===== config.mk =====
export PLATFORM = sky130hd
export DESIGN_NAME = seq_split_multiplier
export DESIGN_NICKNAME = d
export VERILOG_FILES = /design/src/rtl/seq_split_multiplier_pkg.sv /design/src/rtl/nbit_dadda_multiplier.sv /design/src/rtl/seq_split_multiplier.sv
export SDC_FILE = /design/constraint.sdc
export NUM_CORES = 1
export LEC_CHECK = 0
export CORE_MARGIN = 3
export CORE_UTILIZATION = 50
export CTS_CLUSTER_DIAMETER = 200
export CTS_CLUSTER_SIZE = 16
export DETAILED_ROUTE_END_ITERATION = 16
export PLACE_DENSITY = 0.84
export SETUP_SLACK_MARGIN = 0.15
export SLEW_MARGIN = 10
export SYNTH_ARGS = -nofsm -noshare
export SYNTH_HDL_FRONTEND = slang
export SYNTH_SLANG_ARGS = --single-unit

===== constraint.sdc =====
create_clock -name clk -period 4.7 [get_ports clk]
set_input_delay 0.47 -clock clk [delete_from_list [all_inputs] [get_ports clk]]
set_output_delay 0.47 -clock clk [all_outputs]
set_load 0.005 [all_outputs]

===== src/rtl/seq_split_multiplier_pkg.sv =====
// seq_split_multiplier_pkg: shared width default, shift constants and FSM encoding
package seq_split_multiplier_pkg;
    localparam int HALF_W_DEF = 4;
    localparam int SH_MID = HALF_W_DEF;
    localparam int SH_HI = 2 * HALF_W_DEF;
    typedef enum logic [2:0] {
        IDLE = 3'd0,
        P_HH = 3'd1,
        P_HL = 3'd2,
        P_LH = 3'd3,
        P_LL = 3'd4,
        DONE = 3'd5
    } state_e;
endpackage


===== src/rtl/nbit_dadda_multiplier.sv =====
// nbit_dadda_multiplier: combinational N x N -> 2N unsigned Dadda-tree multiplier
module nbit_dadda_multiplier #(
    parameter int N = 4
) (
    input  logic [N-1:0]   a_i,
    input  logic [N-1:0]   b_i,
    output logic [2*N-1:0] p_o
);
    localparam int C = 2 * N;
    localparam int H = N + 2;
    localparam int STAGES = 8;
    function automatic int dseq(input int s);
        int d;
        d = 2;
        for (int k = 0; k < s; k++) d = d * 3 / 2;
        return d;
    endfunction
    logic [H-1:0] col [C];
    logic [H-1:0] nxt [C];
    int h [C];
    int nh [C];
    logic [H-1:0] t;
    logic [C-1:0] r0, r1;
    logic x, y, z, sb, c, fa;
    int p, d;
    always_comb begin
        t = '0; x = 1'b0; y = 1'b0; z = 1'b0; sb = 1'b0; c = 1'b0; fa = 1'b0; p = 0; d = 0;
        for (int i = 0; i < C; i++) begin
            col[i] = '0;
            nxt[i] = '0;
            h[i] = 0;
            nh[i] = 0;
        end
        for (int i = 0; i < N; i++)
            for (int j = 0; j < N; j++) begin
                col[i+j] = col[i+j] | (H'(a_i[i] & b_i[j]) << h[i+j]);
                h[i+j] = h[i+j] + 1;
            end
        // Each stage squeezes every column down to the next Dadda height d
        for (int s = STAGES - 1; s >= 0; s--) begin
            d = dseq(s);
            for (int i = 0; i < C; i++) begin
                nxt[i] = '0;
                nh[i] = 0;
            end
            for (int i = 0; i < C; i++) begin
                p = 0;
                for (int k = 0; k < H; k++)
                    if (h[i] - p + nh[i] > d) begin
                        t = col[i] >> p;
                        fa = (h[i] - p + nh[i] > d + 1);
                        x = t[0];
                        y = t[1];
                        z = fa & t[2];
                        sb = x ^ y ^ z;
                        c = (x & y) | (x & z) | (y & z);
                        nxt[i] = nxt[i] | (H'(sb) << nh[i]);
                        nh[i] = nh[i] + 1;
                        if (i + 1 < C) begin
                            nxt[i+1] = nxt[i+1] | (H'(c) << nh[i+1]);
                            nh[i+1] = nh[i+1] + 1;
                        end
                        p = p + (fa ? 3 : 2);
                    end
                for (int k = 0; k < H; k++)
                    if (k >= p && k < h[i]) begin
                        t = col[i] >> k;
                        nxt[i] = nxt[i] | (H'(t[0]) << nh[i]);
                        nh[i] = nh[i] + 1;
                    end
            end
            for (int i = 0; i < C; i++) begin
                col[i] = nxt[i];
                h[i] = nh[i];
            end
        end
        for (int i = 0; i < C; i++) begin
            r0[i] = col[i][0];
            r1[i] = col[i][1];
        end
        p_o = r0 + r1;
    end
endmodule


===== src/rtl/seq_split_multiplier.sv =====
// seq_split_multiplier: 2*HALF_W-bit unsigned multiplier accumulating four half-products
// through one shared Dadda core, with an optional approximate mode that skips LL.
module seq_split_multiplier
    import seq_split_multiplier_pkg::*;
#(
    parameter int HALF_W = HALF_W_DEF,
    parameter bit APPROX_EN = 1'b1
) (
    input  logic                  clk,
    input  logic                  rst,
    input  logic                  in_valid,
    output logic                  in_ready,
    input  logic [2*HALF_W-1:0]   a_in,
    input  logic [2*HALF_W-1:0]   b_in,
    input  logic                  approx_in,
    output logic                  out_valid,
    input  logic                  out_ready,
    output logic [4*HALF_W-1:0]   product,
    output logic                  approx_out
);
    localparam int W = 2 * HALF_W;
    localparam int P = 4 * HALF_W;
    state_e state_q;
    logic [W-1:0] a_q, b_q, pp;
    logic [P-1:0] acc_q, acc_d, product_q, pp_shift;
    logic [HALF_W-1:0] op_a, op_b;
    logic approx_q, out_valid_q, approx_out_q, hi_a, hi_b;
    always_comb begin
        hi_a = (state_q == P_HH) || (state_q == P_HL);
        hi_b = (state_q == P_HH) || (state_q == P_LH);
        op_a = hi_a ? a_q[W-1:HALF_W] : a_q[HALF_W-1:0];
        op_b = hi_b ? b_q[W-1:HALF_W] : b_q[HALF_W-1:0];
        pp_shift = (state_q == P_HH) ? (P'(pp) << W) :
                   (state_q == P_LL) ? P'(pp) : (P'(pp) << HALF_W);
        acc_d = acc_q + pp_shift;
    end
    nbit_dadda_multiplier #(.N(HALF_W)) u_core (
        .a_i(op_a),
        .b_i(op_b),
        .p_o(pp)
    );
    always_ff @(posedge clk or posedge rst) begin
        if (rst) begin
            state_q <= IDLE;
            a_q <= '0;
            b_q <= '0;
            approx_q <= 1'b0;
            acc_q <= '0;
            product_q <= '0;
            out_valid_q <= 1'b0;
            approx_out_q <= 1'b0;
        end else begin
            case (state_q)
                IDLE: if (in_valid) begin
                    a_q <= a_in;
                    b_q <= b_in;
                    approx_q <= approx_in & APPROX_EN;
                    acc_q <= '0;
                    state_q <= P_HH;
                end
                P_HH: begin
                    acc_q <= acc_d;
                    state_q <= P_HL;
                end
                P_HL: begin
                    acc_q <= acc_d;
                    state_q <= P_LH;
                end
                P_LH: begin
                    acc_q <= acc_d;
                    if (approx_q) begin
                        product_q <= acc_d;
                        approx_out_q <= 1'b1;
                        out_valid_q <= 1'b1;
                        state_q <= DONE;
                    end else begin
                        state_q <= P_LL;
                    end
                end
                P_LL: begin
                    acc_q <= acc_d;
                    product_q <= acc_d;
                    approx_out_q <= 1'b0;
                    out_valid_q <= 1'b1;
                    state_q <= DONE;
                end
                DONE: if (out_ready) begin
                    out_valid_q <= 1'b0;
                    state_q <= IDLE;
                end
                default: state_q <= IDLE;
            endcase
        end
    end
    assign in_ready = (state_q == IDLE);
    assign out_valid = out_valid_q;
    assign product = product_q;
    assign approx_out = approx_out_q;
endmodule


==> impl_metrics.yaml <==
timing:
  tightest_slew_ps: 939
  drv_slew: 0
  rsz0062_at_grt: "yes"
  hold_violations: 0
  setup_violations: 3
  finalCritPeriodShare: 1.01
  finalWorstSetupSlack_ps: -45.9
  skew_ps: 13.0
  finalHoldWorstSlack_ps: 513
  fmaxAchievable_mhz: 211
  period_needed_ps: 4750
  slew_headroom: 0.373
floorplanning:
  dieArea_mm2: 0.00812
  start_util: 0.518
  ios: 40
  row_count: 30
  coreArea_mm2: 0.00683
  chipHeight_um: 90.1
  die_width_um: 90.1
logic_synthesis:
  ys_seq_elements: 54
  synth_nets: 398
  yosys_warnings: 0
  synth_edf_count: 0
  synth_compound_area_frac: 0.198
  synth_xor_area_frac: 0.0446
  synth-simple-area-share: 0.105
  synthFlopType: "dfrtp_1"
  synthCells: 348
  yosysUniqueCellTypes: 57
  synth_top_family_by_area: "compound AO/OA/AOI/OAI gates"
  ys_seq_area_frac: 0.382
  synthMuxAreaShare: 0.124
  yosys.area_share.adder: 0.113
  async_flop_share: 1.00
  syn_area_per_cell_um2: 10.2
  syn_area_mm2: 0.00354
final_layout:
  drive_gt1_frac: 0.328
  fin_cells: 520
  fillCellCount: 462
  antenna_cells: 0
  synthToLayoutAreaGrowth_pct: 34.2
  utilization: 0.695
  nets: 474
  multi_input_area_mm2: 0.00238
  regArea_mm2: 0.00135
placed_design:
  gp_congestion: 0.897
  dp.cells: 488
  dp_hpwl_um: 5600
  portBuffers: 39
  pre_cts_ws_ps: -109
route:
  wl_um: 9670
  drc: 0
  dr_total_vias: 3173
  dr.pass1.iters: 5
  ant_nets: 0
  drt-initial-drc-count: 214
  vias_per_cell: 6.10
  wl_per_cell_um: 18.6
critical_path:
  start_kind: "register"
  endpoint_kind: "register"
  cp_max_fo: 5
  crit_type: "reg -> reg"
  crit_arrival_ps: 4960
  crit_required_ps: 4920
global_routing:
  grt_max_degree: 55
  antenna_found_initial: 0
  grt_overflow: 0
  grt_pass1_wl_um: 14900
  grtUsageTotal: 0.221
  grt_pass1_vias: 3077
worst_hold_path:
  hold_path.class: "reg -> reg"
clock_tree:
  cts_max_level: 2
  clock_latency_ps: 320
  clkTransAtPathRegs_ps: 110
  cts_buffer_depth: 2
  cts-root-buf: "clkbuf_8"
  ctsHoldBuffers: 0
  cts_tree: "done"
  cts_buffers: 5
  cts_num_sinks: 54
run_status:
  violations: "setup timing"
  status: "finished with violations"
job:
  maxCapViolations: 0
cells in the final DEF, fill, tap and decap left out, drive strengths merged, types with 3 or more instances in the layout:
cell,synthesis,routed
a21o,10,10
inv,13,12
a21oi,19,19
nor2,29,29
ha,24,24
a211oi,4,4
dfrtp,54,54
xor2,7,7
clkbuf,6,6
buf,9,45
and2,4,4
xnor2,11,11
a22o,16,16
nor2b,3,3
mux2,31,31
o21ai,20,20
mux2i,9,9
clkdlybuf4s50,0,39
nand2,28,28
fa,5,5
o22ai,5,5
critical path, stage by stage, from the launching register on:
cell,delay (ps)
dfrtp_1,400
nor2b_2,290
mux2i_1,360
nor2_1,110
ha_1,290
inv_1,50
fa_1,490
inv_2,60
ha_4,310
nand2_1,70
o211ai_1,330
xnor2_2,160
buf_4,160
o2bb2ai_1,160
ha_2,350
a21oi_2,130
o21ai_1,80
a21o_1,170
a221oi_2,310
xnor2_2,120
mux2_4,260
cell families (layout without fill, tap and decap cells):
logic type | count (synthesis) | count (layout)
xor gates and xnor gates | 18 | 18
adders and majority gates | 29 | 29
buffers and inverters | 28 | 104
muxes | 40 | 40
DFF | 54 | 54
and+or+nand+nor | 80 | 80
AOI/OAI and AO/OA | 99 | 99
synth_stat cells (all sizes together), types with 2 or more instances:
master / number / area share
nor2b: 3 / 0.0053
ha: 24 / 0.085
o2bb2ai: 2 / 0.0050
a31o: 2 / 0.0050
and2: 4 / 0.0071
nand2: 28 / 0.030
or3: 2 / 0.0035
nor3: 2 / 0.0028
a221oi: 2 / 0.0067
and3: 2 / 0.0035
a31oi: 2 / 0.0035
o21ai: 20 / 0.028
nor2: 29 / 0.032
o21bai: 2 / 0.0042
buf: 9 / 0.014
o22ai: 5 / 0.011
a22o: 16 / 0.040
inv: 13 / 0.014
a211oi: 4 / 0.0099
xnor2: 11 / 0.027
mux2: 31 / 0.099
dfrtp: 54 / 0.38
mux2i: 9 / 0.025
a21o: 10 / 0.021
nand3: 2 / 0.0028
o32ai: 2 / 0.0050
o31ai: 2 / 0.0042
clkbuf: 6 / 0.0064
fa: 5 / 0.028
a21oi: 19 / 0.027
xor2: 7 / 0.017
nand2b: 2 / 0.0035
state kept, by name, summed over array words and instances (netlist names):
register	flops
approx_q	1
a_q	8
acc_q	16
product	16
state_q	3
out_valid	1
b_q	8
approx_out	1
worst paths after layout:
| path | end | depth (start not counted) | start | slack, ps |
|---|---|---|---|---|
| worst max-delay path | product[13] | 20 | state_q[0] | -50 |
| max in group asynchronous | acc_q[5] | 2 | rst | 3500 |
| worst max register to register | product[13] | 20 | state_q[0] | -50 |
| worst min-delay path | product[7] | 1 | product[7] | 510 |
| min in group asynchronous | product[13] | 2 | rst | 650 |
| worst min register to register | product[7] | 1 | product[7] | 510 |
area by class of cell:
type / count / share of cell area
timing repair buffer: 84 / 0.155
inverter: 13 / 0.0105
clock inverter: 1 / 0.00632
clock buffer: 6 / 0.0174
multi-input combinational: 266 / 0.501
sequential: 54 / 0.285
tap: 96 / 0.0253
routing by layer:
| layer | GRT usage | wire length [um] |
|---|---|---|
| met5 | 0 | 0 |
| met4 | 0.0676 | 252 |
| met3 | 0.0259 | 448 |
| met2 | 0.373 | 4950 |
| met1 | 0.299 | 4010 |
what timing repair did:
action                     in CTS  in global routing
setup endpoints to repair      15                 20
buffers inserted               21                  4
pin swaps                      30                 27
gates resized for setup        25                 38
stage by stage:
step | cell area (um^2) | setup TNS, ps
6_report | 4750 | -72.5
4_1_cts | 4540 | 0
5_1_grt | 4750 | -1910
3_3_place_gp | 4180 | 0
3_5_place_dp | 4180 | -440
2_1_floorplan | 3590 | 0
Power is left out: the tool's default activity adds up to more than one toggle a clock period on the data nets, which glitch-free logic cannot reach.
